[src/rtl/sd_photo_pkg.sv]
// Shared types and sizes for the SD photo write/read sequencers.
// The optional SD_WR_TIMEOUT_EN build adds the timeout counter width.
package sd_photo_pkg;

  typedef enum logic [2:0] {
    IDLE      = 3'd0,
    WAIT_DATA = 3'd1,
    START     = 3'd2,
    WRITE     = 3'd3,
    DONE      = 3'd4
  } photo_state_e;

  localparam int unsigned WORD_CNT_W = 9;
  localparam int unsigned SEC_CNT_W  = 11;
  localparam int unsigned USEDW_W    = 11;
  localparam int unsigned ADDR_W     = 32;
  localparam int unsigned DATA_W     = 16;
`ifdef SD_WR_TIMEOUT_EN
  localparam int unsigned TIMEOUT_W  = 26;
`endif

  localparam logic [WORD_CNT_W-1:0] SECTOR_WORDS = 9'd256;

  // Sector command presented to the SD write controller.
  typedef struct packed {
    logic              start_en;
    logic [ADDR_W-1:0] sec_addr;
  } sd_wr_cmd_t;

  function automatic logic [ADDR_W-1:0] slot_base(input logic              sel,
                                                  input logic [ADDR_W-1:0] a0,
                                                  input logic [ADDR_W-1:0] a1);
    return sel ? a1 : a0;
  endfunction

endpackage

[src/rtl/sd_write_photo_if.sv]
// Pixel-FIFO / SD-write-controller / status signals of the photo write sequencer.
interface sd_write_photo_if;
  import sd_photo_pkg::*;

  logic                  start;
  logic [USEDW_W-1:0]    fifo_usedw;
  logic [DATA_W-1:0]     fifo_q;
  logic                  fifo_rd_en;
  logic                  wr_busy;
  logic                  wr_req;
  logic                  wr_start_en;
  logic [ADDR_W-1:0]     wr_sec_addr;
  logic [DATA_W-1:0]     wr_data;
  logic                  busy;
  logic                  done;
  logic                  err;

  modport master (
    input  start,
    input  fifo_usedw,
    input  fifo_q,
    input  wr_busy,
    input  wr_req,
    output fifo_rd_en,
    output wr_start_en,
    output wr_sec_addr,
    output wr_data,
    output busy,
    output done,
    output err
  );

  modport slave (
    output start,
    output fifo_usedw,
    output fifo_q,
    output wr_busy,
    output wr_req,
    input  fifo_rd_en,
    input  wr_start_en,
    input  wr_sec_addr,
    input  wr_data,
    input  busy,
    input  done,
    input  err
  );

endinterface

[src/rtl/sd_busy_negedge.sv]
// Two-flop falling-edge detector on the SD controller busy line.
module sd_busy_negedge (
  input  logic clk,
  input  logic rst_n,
  input  logic busy_i,
  output logic neg_c_o
);

  logic d0_q;
  logic d1_q;

  always_ff @(posedge clk or negedge rst_n) begin
    if (!rst_n) begin
      d0_q <= 1'b0;
      d1_q <= 1'b0;
    end else begin
      d0_q <= busy_i;
      d1_q <= d0_q;
    end
  end

  assign neg_c_o = d1_q & ~d0_q;

endmodule

[src/rtl/sd_write_photo.sv]
// Drains one RGB565 frame from the pixel FIFO into consecutive SD sectors per start pulse.
// Optional build macro SD_WR_TIMEOUT_EN adds a per-sector busy timeout and sticky err.
module sd_write_photo
  import sd_photo_pkg::*;
#(
  parameter logic [ADDR_W-1:0]    PHOTO_SEC_ADDR0 = 32'd8256,
  parameter logic [ADDR_W-1:0]    PHOTO_SEC_ADDR1 = 32'd9472,
  parameter logic [SEC_CNT_W-1:0] WR_SECTION_NUM  = 11'd1200
`ifdef SD_WR_TIMEOUT_EN
  , parameter logic [TIMEOUT_W-1:0] TIMEOUT_CYC   = 26'd50_000_000
`endif
) (
  input  logic              clk,
  input  logic              rst_n,
  sd_write_photo_if.master  bus
);

  localparam logic [SEC_CNT_W-1:0] SEC_LAST = WR_SECTION_NUM - SEC_CNT_W'(1);

  photo_state_e           state_q, state_d;
  logic                   sel_q, sel_d;
  logic [SEC_CNT_W-1:0]   sec_cnt_q, sec_cnt_d;
  logic [WORD_CNT_W-1:0]  word_cnt_q, word_cnt_d;
  sd_wr_cmd_t             cmd_q, cmd_d;
  logic                   busy_q, busy_d;
  logic                   done_q, done_d;
  logic                   neg_c;
  logic                   rd_en_c;
  logic                   timeout_c;

  sd_busy_negedge u_busy_neg (
    .clk     (clk),
    .rst_n   (rst_n),
    .busy_i  (bus.wr_busy),
    .neg_c_o (neg_c)
  );

  // Read strobe stays combinational so the word is on fifo_q when the controller samples it.
  assign rd_en_c = (state_q == WRITE) && bus.wr_req && (word_cnt_q < SECTOR_WORDS);

`ifdef SD_WR_TIMEOUT_EN
  localparam logic [TIMEOUT_W-1:0] TIMEOUT_LAST = TIMEOUT_CYC - TIMEOUT_W'(1);

  logic [TIMEOUT_W-1:0] to_cnt_q, to_cnt_d;
  logic                 err_q, err_d;

  assign timeout_c = (state_q == WRITE) && bus.wr_busy && !neg_c && (to_cnt_q == TIMEOUT_LAST);

  always_comb begin
    to_cnt_d = to_cnt_q;
    err_d    = err_q | timeout_c;
    if ((state_q != WRITE) || neg_c || timeout_c) begin
      to_cnt_d = '0;
    end else if (bus.wr_busy) begin
      to_cnt_d = to_cnt_q + TIMEOUT_W'(1);
    end
  end

  always_ff @(posedge clk or negedge rst_n) begin
    if (!rst_n) begin
      to_cnt_q <= '0;
      err_q    <= 1'b0;
    end else begin
      to_cnt_q <= to_cnt_d;
      err_q    <= err_d;
    end
  end

  assign bus.err = err_q;
`else
  assign timeout_c = 1'b0;
  assign bus.err   = 1'b0;
`endif

  // Next-state and registered-output logic.
  always_comb begin
    state_d          = state_q;
    sel_d            = sel_q;
    sec_cnt_d        = sec_cnt_q;
    word_cnt_d       = word_cnt_q;
    cmd_d            = cmd_q;
    cmd_d.start_en   = 1'b0;
    busy_d           = busy_q;
    done_d           = 1'b0;

    unique case (state_q)
      IDLE: begin
        if (bus.start) begin
          cmd_d.sec_addr = slot_base(sel_q, PHOTO_SEC_ADDR0, PHOTO_SEC_ADDR1);
          sel_d          = ~sel_q;
          busy_d         = 1'b1;
          state_d        = WAIT_DATA;
        end
      end
      WAIT_DATA: begin
        // A full sector must already be buffered so the controller can never underrun.
        if (bus.fifo_usedw >= USEDW_W'(SECTOR_WORDS)) begin
          cmd_d.start_en = 1'b1;
          state_d        = START;
        end
      end
      START: begin
        word_cnt_d = '0;
        state_d    = WRITE;
      end
      WRITE: begin
        if (rd_en_c) begin
          word_cnt_d = word_cnt_q + WORD_CNT_W'(1);
        end
        if (neg_c) begin
          cmd_d.sec_addr = cmd_q.sec_addr + ADDR_W'(1);
          if (sec_cnt_q == SEC_LAST) begin
            sec_cnt_d = '0;
            done_d    = 1'b1;
            busy_d    = 1'b0;
            state_d   = DONE;
          end else begin
            sec_cnt_d = sec_cnt_q + SEC_CNT_W'(1);
            state_d   = WAIT_DATA;
          end
        end else if (timeout_c) begin
          sec_cnt_d  = '0;
          word_cnt_d = '0;
          busy_d     = 1'b0;
          state_d    = IDLE;
        end
      end
      DONE: begin
        state_d = IDLE;
      end
      default: begin
        state_d = IDLE;
      end
    endcase
  end

  always_ff @(posedge clk or negedge rst_n) begin
    if (!rst_n) begin
      state_q    <= IDLE;
      sel_q      <= 1'b0;
      sec_cnt_q  <= '0;
      word_cnt_q <= '0;
      cmd_q      <= '0;
      busy_q     <= 1'b0;
      done_q     <= 1'b0;
    end else begin
      state_q    <= state_d;
      sel_q      <= sel_d;
      sec_cnt_q  <= sec_cnt_d;
      word_cnt_q <= word_cnt_d;
      cmd_q      <= cmd_d;
      busy_q     <= busy_d;
      done_q     <= done_d;
    end
  end

  assign bus.fifo_rd_en  = rd_en_c;
  assign bus.wr_data     = (state_q == WRITE) ? bus.fifo_q : '0;
  assign bus.wr_start_en = cmd_q.start_en;
  assign bus.wr_sec_addr = cmd_q.sec_addr;
  assign bus.busy        = busy_q;
  assign bus.done        = done_q;

endmodule
[src/flat_wrapper.sv]
// flat-port wrapper written by rule: the top's interface ports become plain ports
module sd_write_photo_flat import sd_photo_pkg::*;
#(
  parameter logic [ADDR_W-1:0]    PHOTO_SEC_ADDR0 = 32'd8256,
  parameter logic [ADDR_W-1:0]    PHOTO_SEC_ADDR1 = 32'd9472,
  parameter logic [SEC_CNT_W-1:0] WR_SECTION_NUM  = 11'd1200

)
  (clk, rst_n, bus_start, bus_fifo_usedw, bus_fifo_q, bus_wr_busy, bus_wr_req, bus_fifo_rd_en, bus_wr_start_en, bus_wr_sec_addr, bus_wr_data, bus_busy, bus_done, bus_err);
  sd_write_photo_if bus_i ();
  input  logic clk;
  input  logic rst_n;
  input wire logic [$bits(bus_i.start)-1:0] bus_start;
  input wire logic [$bits(bus_i.fifo_usedw)-1:0] bus_fifo_usedw;
  input wire logic [$bits(bus_i.fifo_q)-1:0] bus_fifo_q;
  input wire logic [$bits(bus_i.wr_busy)-1:0] bus_wr_busy;
  input wire logic [$bits(bus_i.wr_req)-1:0] bus_wr_req;
  output wire logic [$bits(bus_i.fifo_rd_en)-1:0] bus_fifo_rd_en;
  output wire logic [$bits(bus_i.wr_start_en)-1:0] bus_wr_start_en;
  output wire logic [$bits(bus_i.wr_sec_addr)-1:0] bus_wr_sec_addr;
  output wire logic [$bits(bus_i.wr_data)-1:0] bus_wr_data;
  output wire logic [$bits(bus_i.busy)-1:0] bus_busy;
  output wire logic [$bits(bus_i.done)-1:0] bus_done;
  output wire logic [$bits(bus_i.err)-1:0] bus_err;
  assign bus_i.start = bus_start;
  assign bus_i.fifo_usedw = bus_fifo_usedw;
  assign bus_i.fifo_q = bus_fifo_q;
  assign bus_i.wr_busy = bus_wr_busy;
  assign bus_i.wr_req = bus_wr_req;
  assign bus_fifo_rd_en = bus_i.fifo_rd_en;
  assign bus_wr_start_en = bus_i.wr_start_en;
  assign bus_wr_sec_addr = bus_i.wr_sec_addr;
  assign bus_wr_data = bus_i.wr_data;
  assign bus_busy = bus_i.busy;
  assign bus_done = bus_i.done;
  assign bus_err = bus_i.err;
  sd_write_photo #(.PHOTO_SEC_ADDR0(PHOTO_SEC_ADDR0), .PHOTO_SEC_ADDR1(PHOTO_SEC_ADDR1), .WR_SECTION_NUM(WR_SECTION_NUM)) u_core (.clk(clk), .rst_n(rst_n), .bus(bus_i));
endmodule
[config.mk]
export PLATFORM = sky130hd
export DESIGN_NAME = sd_write_photo_flat
export DESIGN_NICKNAME = d
export VERILOG_FILES = /design/src/rtl/sd_photo_pkg.sv /design/src/rtl/sd_write_photo_if.sv /design/src/rtl/sd_busy_negedge.sv /design/src/rtl/sd_write_photo.sv /design/src/flat_wrapper.sv
export SDC_FILE = /design/constraint.sdc
export NUM_CORES = 1
export LEC_CHECK = 0
export ABC_AREA = 1
export CORE_ASPECT_RATIO = 2
export CORE_MARGIN = 1
export CORE_UTILIZATION = 54
export DETAILED_ROUTE_END_ITERATION = 7
export GPL_ROUTABILITY_DRIVEN = 0
export PLACE_DENSITY = 0.95
export SYNTH_ARGS = -nofsm -noshare
export SYNTH_HDL_FRONTEND = slang
export SYNTH_HIERARCHICAL = 1
export SYNTH_SLANG_ARGS = --single-unit
[constraint.sdc]
create_clock -name clk -period 2.8 [get_ports clk]
set_input_delay 0.42 -clock clk [delete_from_list [all_inputs] [get_ports clk]]
set_output_delay 0.42 -clock clk [all_outputs]
set_load 0.05 [all_outputs]
==> results of run 1 <==
==> layout make-up <==
class	instances	area [sq um]
Clock inverter	4	70.1
Multi-Input combinational cell	372	1690
Sequential cell	61	1530
Clock buffer	12	256
Inverter	74	280
Timing Repair Buffer	80	753
Fill cell	461	1630
Tap cell	86	108
==> report_power, final <==
group / total, mW / switching (mW) / internal, mW
combinational: 1.28 / 0.892 / 0.389
sequential: 1.14 / 0.135 / 1.00
clock: 1.20 / 0.381 / 0.824
==> worst max path at each step <==
stage	endpoint	from	cells after the start	slack (ns)
final	bus_fifo_rd_en	u_core/state_q[2]	5	0.62
after global routing	u_core/bus.wr_sec_addr[30]	u_core/bus.wr_sec_addr[0]	9	0.49
after CTS	bus_fifo_rd_en	u_core/state_q[2]	5	0.62
after detailed placement	u_core/bus.wr_sec_addr[17]	bus_start	9	0.87
after global placement	u_core/bus.wr_sec_addr[27]	bus_start	9	0.87
after floorplan	bus_wr_data[10]	u_core/state_q[2]	5	0.74
==> placed cells by master (no fill, tap or decap), drive strengths merged, types with 3 or more instances in the layout <==
cell           count
nand3b             3
clkbuf            12
o21ai             17
nand3             36
clkdlybuf4s50     57
dfrtp             61
a21oi             15
nand2            133
inv               74
nor3              16
xor2               4
ha                 3
nand4              8
nor2             124
buf               23
o21bai             3
==> state kept, by name (all words and copies together) (netlist names) <==
| register | count |
|---|---|
| u_core/bus.busy | 1 |
| u_core/sec_cnt_q | 11 |
| u_core/bus.done | 1 |
| u_core/word_cnt_q | 9 |
| u_core/bus.wr_sec_addr | 32 |
| u_core/state_q | 3 |
| u_core/u_busy_neg/d1_q | 1 |
| u_core/bus.wr_start_en | 1 |
| u_core/u_busy_neg/d0_q | 1 |
| u_core/sel_q | 1 |
==> kinds of logic (layout without fill, tap and decap cells) <==
logic type / count (synthesis) / after routing / share of synthesized area
AOI/OAI and AO/OA: 40 / 40 / 0.0626
xor gates and xnor gates: 6 / 6 / 0.0148
adders and majority gates: 3 / 3 / 0.0106
buffers and inverters: 82 / 170 / 0.0919
DFF: 61 / 61 / 0.431
other: 1 / 1 / 0.00106
and+or+nand+nor: 322 / 322 / 0.388
==> routing by layer <==
layer  share of wire  up-vias  global-route usage
met5               0        -                   0
met4           0.050        0               0.237
met3           0.055       41              0.0864
met2            0.55      164               0.533
met1            0.34     1708               0.283
li1                -     1769                   -
==> critical path: stages (launching register included) <==
cell	delay, ns
dfrtp_1	0.42
inv_1	0.13
nand3_1	0.17
buf_4	0.25
nor2_2	0.28
buf_12	0.18
==> per-stage QoR <==
| stage | total power [mW] | util | setup WS [ns] | hold WS, ns | cell area (sq um) |
|---|---|---|---|---|---|
| finish | 3.62 | 0.742 | 0.623 | 0.0753 | 4680 |
| global route | 3.78 | 0.742 | 0.490 | 0.0909 | 4680 |
| CTS | 3.63 | 0.742 | 0.619 | 0.0748 | 4680 |
| detailed placement | 2.42 | 0.690 | 0.873 | 0.390 | 4360 |
| global placement | 2.37 | 0.690 | 0.871 | 0.382 | 4360 |
| floorplan | 2.00 | - | 0.741 | 0.124 | 3540 |
==> results.sh, run 1 <==
export IMPL_dp_cells=673
export IMPL_worstMarginPinSlew_ns=0.516
export IMPL_drc=0
export IMPL_fp_dieH_um=117
export IMPL_wl_um=9560
export IMPL_synth_flop_cell="dfrtp_1"
export IMPL_min_path_type="in -> async"
export IMPL_path_clk_slew_ns=0.05
export IMPL_synth_area_sq_um=3540
export IMPL_worstSetupPathType="reg -> out"
export IMPL_hpwlAfterDp_um=6800
export IMPL_required_ns=2.38
export IMPL_grt_overflow=0
export IMPL_ant_nets=0
export IMPL_ios=85
export IMPL_insertion_delay_ns=0.33
export IMPL_clock_root_buffer="clkbuf_16"
export IMPL_r2r_start="u_core/bus.wr_sec_addr[1]"
export IMPL_synthArstFlopShare=1.00
export IMPL_synth_edff_count=0
export IMPL_setup_violations=0
export IMPL_firstDrtPassIters=5
export IMPL_finalHoldViolCount=0
export IMPL_finClkSkew_ns=0.00793
export IMPL_port_buffers=75
export IMPL_htree_levels=3
export IMPL_syn_instance_count=515
export IMPL_grt_util_all_layers=0.304
export IMPL_max_freq_mhz=459
export IMPL_die_x_um=59.3
export IMPL_syn_num_nets=550
export IMPL_coreArea_sq_um=6310
export IMPL_synth_area_leader_cell="dfrtp_1"
export IMPL_worstSetupEndpointType="output port"
export IMPL_final_setup_tns_ns=0
export IMPL_avgSynthCellArea_sq_um=6.87
export IMPL_yosysWarningCount=6
export IMPL_power_density_nw_per_um2=773
export IMPL_r2r_slack_ns=0.69
export IMPL_nets=633
export IMPL_drt_initial_drc_count=275
export IMPL_cts_tree="done"
export IMPL_rr_worst_depth=8
export IMPL_period_share=0.778
export IMPL_ys_seq_elements=61
export IMPL_wl_per_cell_um=13.9
export IMPL_cts_repair_resized=0
export IMPL_postCtsSetupBuffers=0
export IMPL_slew_headroom=0.655
export IMPL_critPathLaunchType="flop"
export IMPL_grt_max_degree=39
export IMPL_cp_data_arrival_time_ns=1.76
export IMPL_r2r_end="u_core/bus.wr_sec_addr[22]"
export IMPL_drv_slew=0
export IMPL_cts_made_buffers=9
export IMPL_synth_most_common_cell="nand2_1"
export IMPL_synth_top_area_frac=0.431
export IMPL_max_vdd_ir_drop_uv=581
export IMPL_ys_top_cells_by_area="dfrtp_1, nand2_1, nor2_1"
export IMPL_layout_drive_gt1_share=0.0912
export IMPL_period_minus_slack_ns=2.18
export IMPL_leakage_nw=2.17
export IMPL_hold_buffers=0
export IMPL_grt_pass1_wl_um=15500
export IMPL_netlist_top_cells_count="nand2_1, nor2_1, inv_1, dfrtp_1, nand3_1"
export IMPL_antenna_found_initial=0
export IMPL_post_drt_via_cell_ratio=5.34
export IMPL_ys_seq_area_frac=0.431
export IMPL_max_cap_violations=0
export IMPL_initial_utilization=0.561
export IMPL_cts_buffer_depth=2
export IMPL_row_count=41
export IMPL_instances_no_fill=689
export IMPL_status="completed"
export IMPL_num_vias=3682
export IMPL_rsz0062_at_grt="no"
export IMPL_die_area_sq_um=6900
export IMPL_area_growth_pct=32.3
export IMPL_path_max_fanout=19
export IMPL_grt_pass1_vias=3664
export IMPL_antennaDiodeCount=0
export IMPL_synthDistinctLibCells=31
export IMPL_cts_sinks=61
Power figures use the tool's default switching activity.
==> run 2, diff against run 1 <==
--- a/config.mk
+++ b/config.mk
@@ -8,10 +8,10 @@
 export ABC_AREA = 1
 export CORE_ASPECT_RATIO = 2
 export CORE_MARGIN = 1
-export CORE_UTILIZATION = 54
+export CORE_UTILIZATION = 45
 export DETAILED_ROUTE_END_ITERATION = 7
 export GPL_ROUTABILITY_DRIVEN = 0
-export PLACE_DENSITY = 0.95
+export PLACE_DENSITY = 0.87
 export SYNTH_ARGS = -nofsm -noshare
 export SYNTH_HDL_FRONTEND = slang
 export SYNTH_HIERARCHICAL = 1
==> constraint.sdc (replaced) <==
create_clock -name clk -period 2 [get_ports clk]
set_input_delay 0.3 -clock clk [delete_from_list [all_inputs] [get_ports clk]]
set_output_delay 0.3 -clock clk [all_outputs]
set_load 0.05 [all_outputs]
==> run 2 against run 1 <==
Worst setup slack worse by 0.56 ns. Count of clock-buffer cells in the layout shrank 2. Die area is 19% higher. Core utilization fell by 8.9 points. Register-to-register slack got worse by 0.53 ns. Sequential cell count is the same. Sequential power is 40% higher. Cell area is 6.0% higher. Clock power grew 41%. Cell count is 1.7% higher. Hold slack improved by 0.32 ns. Sequential share of layout area fell by 1.8 points. Highest routed layer unchanged.
==> results.sh, run 2 (synthesized netlist as in run 1, its figures left out) <==
export IMPL_instances_no_fill=701
export IMPL_worstSetupEndpointType="output port"
export IMPL_slew_headroom=0.650
export IMPL_coreArea_sq_um=7600
export IMPL_period_minus_slack_ns=1.94
export IMPL_drt_initial_drc_count=387
export IMPL_dp_cells=684
export IMPL_slowest_delay_ns=0.41
export IMPL_post_drt_via_cell_ratio=5.50
export IMPL_crit_slowest_cell="dfrtp_1"
export IMPL_initial_utilization=0.466
export IMPL_leakage_nw=2.25
export IMPL_cts_tree="done"
export IMPL_largest_reg_flops=32
export IMPL_r2r_slack_ns=0.16
export IMPL_switching_share=0.386
export IMPL_ant_nets=0
export IMPL_whs_path_depth=0
export IMPL_setup_violations=0
export IMPL_area_growth_pct=40.2
export IMPL_ios=85
export IMPL_top_usage_layer="met2"
export IMPL_hpwlAfterDp_um=7360
export IMPL_finClkSkew_ns=0.00837
export IMPL_finalHoldViolCount=0
export IMPL_drv_slew=0
export IMPL_min_from="u_core/u_busy_neg/d0_q"
export IMPL_grt_max_degree=62
export IMPL_layout_drive_gt1_share=0.0988
export IMPL_cp_data_arrival_time_ns=1.64
export IMPL_antennaDiodeCount=0
export IMPL_cts_made_buffers=9
export IMPL_status="completed"
export IMPL_gr_usage_met1=0.271
export IMPL_worstPathCellList="inv_1, nand3_4, buf_12, nor2_2, buf_4, buf_12"
export IMPL_clock_root_buffer="clkbuf_16"
export IMPL_period_share=0.971
export IMPL_fill_cells=598
export IMPL_power_density_nw_per_um2=1090
export IMPL_htree_levels=3
export IMPL_grt_pass1_wl_um=16900
export IMPL_port_buffers=75
export IMPL_fin_util=0.653
export IMPL_clockPowerShare=0.313
export IMPL_crit_top_cell="buf_12"
export IMPL_die_area_sq_um=8250
export IMPL_min_path_type="reg -> reg"
export IMPL_cts_buffer_depth=2
export IMPL_worstSetupPathType="reg -> out"
export IMPL_grt_overflow=0
export IMPL_firstDrtPassIters=6
export IMPL_cts_sinks=61
export IMPL_holdWs_ns=0.391
export IMPL_grt_use_met3=0.0455
export IMPL_switchingPower_mw=2.09
export IMPL_required_ns=1.70
export IMPL_gr_usage_met2=0.488
export IMPL_holdPathEnd="u_core/u_busy_neg/d1_q"
export IMPL_path_clk_slew_ns=0.05
export IMPL_wl_um=10200
export IMPL_critPathLaunchType="flop"
export IMPL_wl_per_cell_um=14.5
export IMPL_path_max_fanout=19
export IMPL_grt_pass1_vias=3737
export IMPL_die_x_um=64.7
export IMPL_antenna_found_initial=0
export IMPL_drc=0
export IMPL_nets=637
export IMPL_r2r_end="u_core/bus.wr_sec_addr[28]"
export IMPL_row_count=45
export IMPL_num_vias=3856
export IMPL_seq_power_share=0.295
export IMPL_fp_dieH_um=127
export IMPL_grt_util_all_layers=0.268
export IMPL_r2r_start="u_core/bus.wr_sec_addr[1]"
export IMPL_layout_common_cells="nand2_1, nor2_1, inv_1, dfrtp_1, clkdlybuf4s50_1"
export IMPL_power_internal_mw=3.32
export IMPL_max_freq_mhz=515
export IMPL_final_common_cell="nand2_1"
export IMPL_rr_worst_depth=10
export IMPL_max_vdd_ir_drop_uv=688
export IMPL_max_cap_violations=0
export IMPL_insertion_delay_ns=0.33
export IMPL_combPwrFrac=0.392
export IMPL_worstMarginPinSlew_ns=0.523
## run 2: cell types whose count changed in the layout (fill, tap and decap cells not counted)
cell,previous run,this run
clkbuf_8,2,1
buf_4,21,6
nand3_1,35,34
clkinvlp_4,0,1
buf_12,1,19
dlygate4sd3_1,0,1
clkinv_4,0,1
clkbuf_1,1,0
nand3_4,0,1
## run 2: worst max-delay path, delay by kind of cell (launching register included)
kind	cells	cell delay, ns
buffers and inverters	4	0.65
DFF	1	0.41
and+or+nand+nor	2	0.25
## run 2: stage by stage
step           power [mW]  area, sq um  setup TNS (ns)  setup WS, ns
6_report             5.42         4960               0        0.0581
5_1_grt              5.64         4960        -0.00455      -0.00455
4_1_cts              5.41         4950               0        0.0734
3_5_place_dp         3.69         4610               0         0.230
3_3_place_gp         3.63         4610               0         0.263
2_1_floorplan        2.80         3540               0        0.0613
## run 2: cell type report
type	instances	area (sq um)	share of cell area
clock buffers	10	239	0.0482
clock inverters	6	86.3	0.0174
inverters	74	280	0.0565
multi-input cells	372	1700	0.343
flip-flops and latches	61	1530	0.308
well taps	94	118	0.0237
repair buffers	84	1010	0.204
## run 2: how the worst max path moves through the flow
stage,startpoint,end
finish,u_core/state_q[2],bus_fifo_rd_en
detailed placement,bus_start,u_core/bus.wr_sec_addr[17]
floorplan,u_core/state_q[2],bus_wr_data[10]
CTS,u_core/bus.wr_sec_addr[16],bus_wr_sec_addr[16]
global route,u_core/state_q[2],bus_fifo_rd_en
global placement,bus_start,u_core/bus.wr_sec_addr[27]
## run 2: layer usage
layer  up-vias  routed length, um
li1       1785                  -
met1      1800               3530
met2       225               5640
met3        46                519
met4         0                489
met5         -                  0
## run 2: power groups by stage
stage / clock network, mW / registers [mW] / logic, mW
floorplan: 0 / 1.80 / 1.01
global placement: 0 / 1.59 / 2.04
detailed placement: 0 / 1.60 / 2.10
CTS: 1.71 / 1.58 / 2.11
global route: 1.77 / 1.62 / 2.25
finish: 1.69 / 1.60 / 2.12
## run 2: what timing repair did
action | in CTS | in global routing
hold endpoints to repair | 58 | 0
hold buffers | 1 | 0
resized for setup | 1 | 1
setup buffers | 0 | 0
setup endpoints to repair | 1 | 1
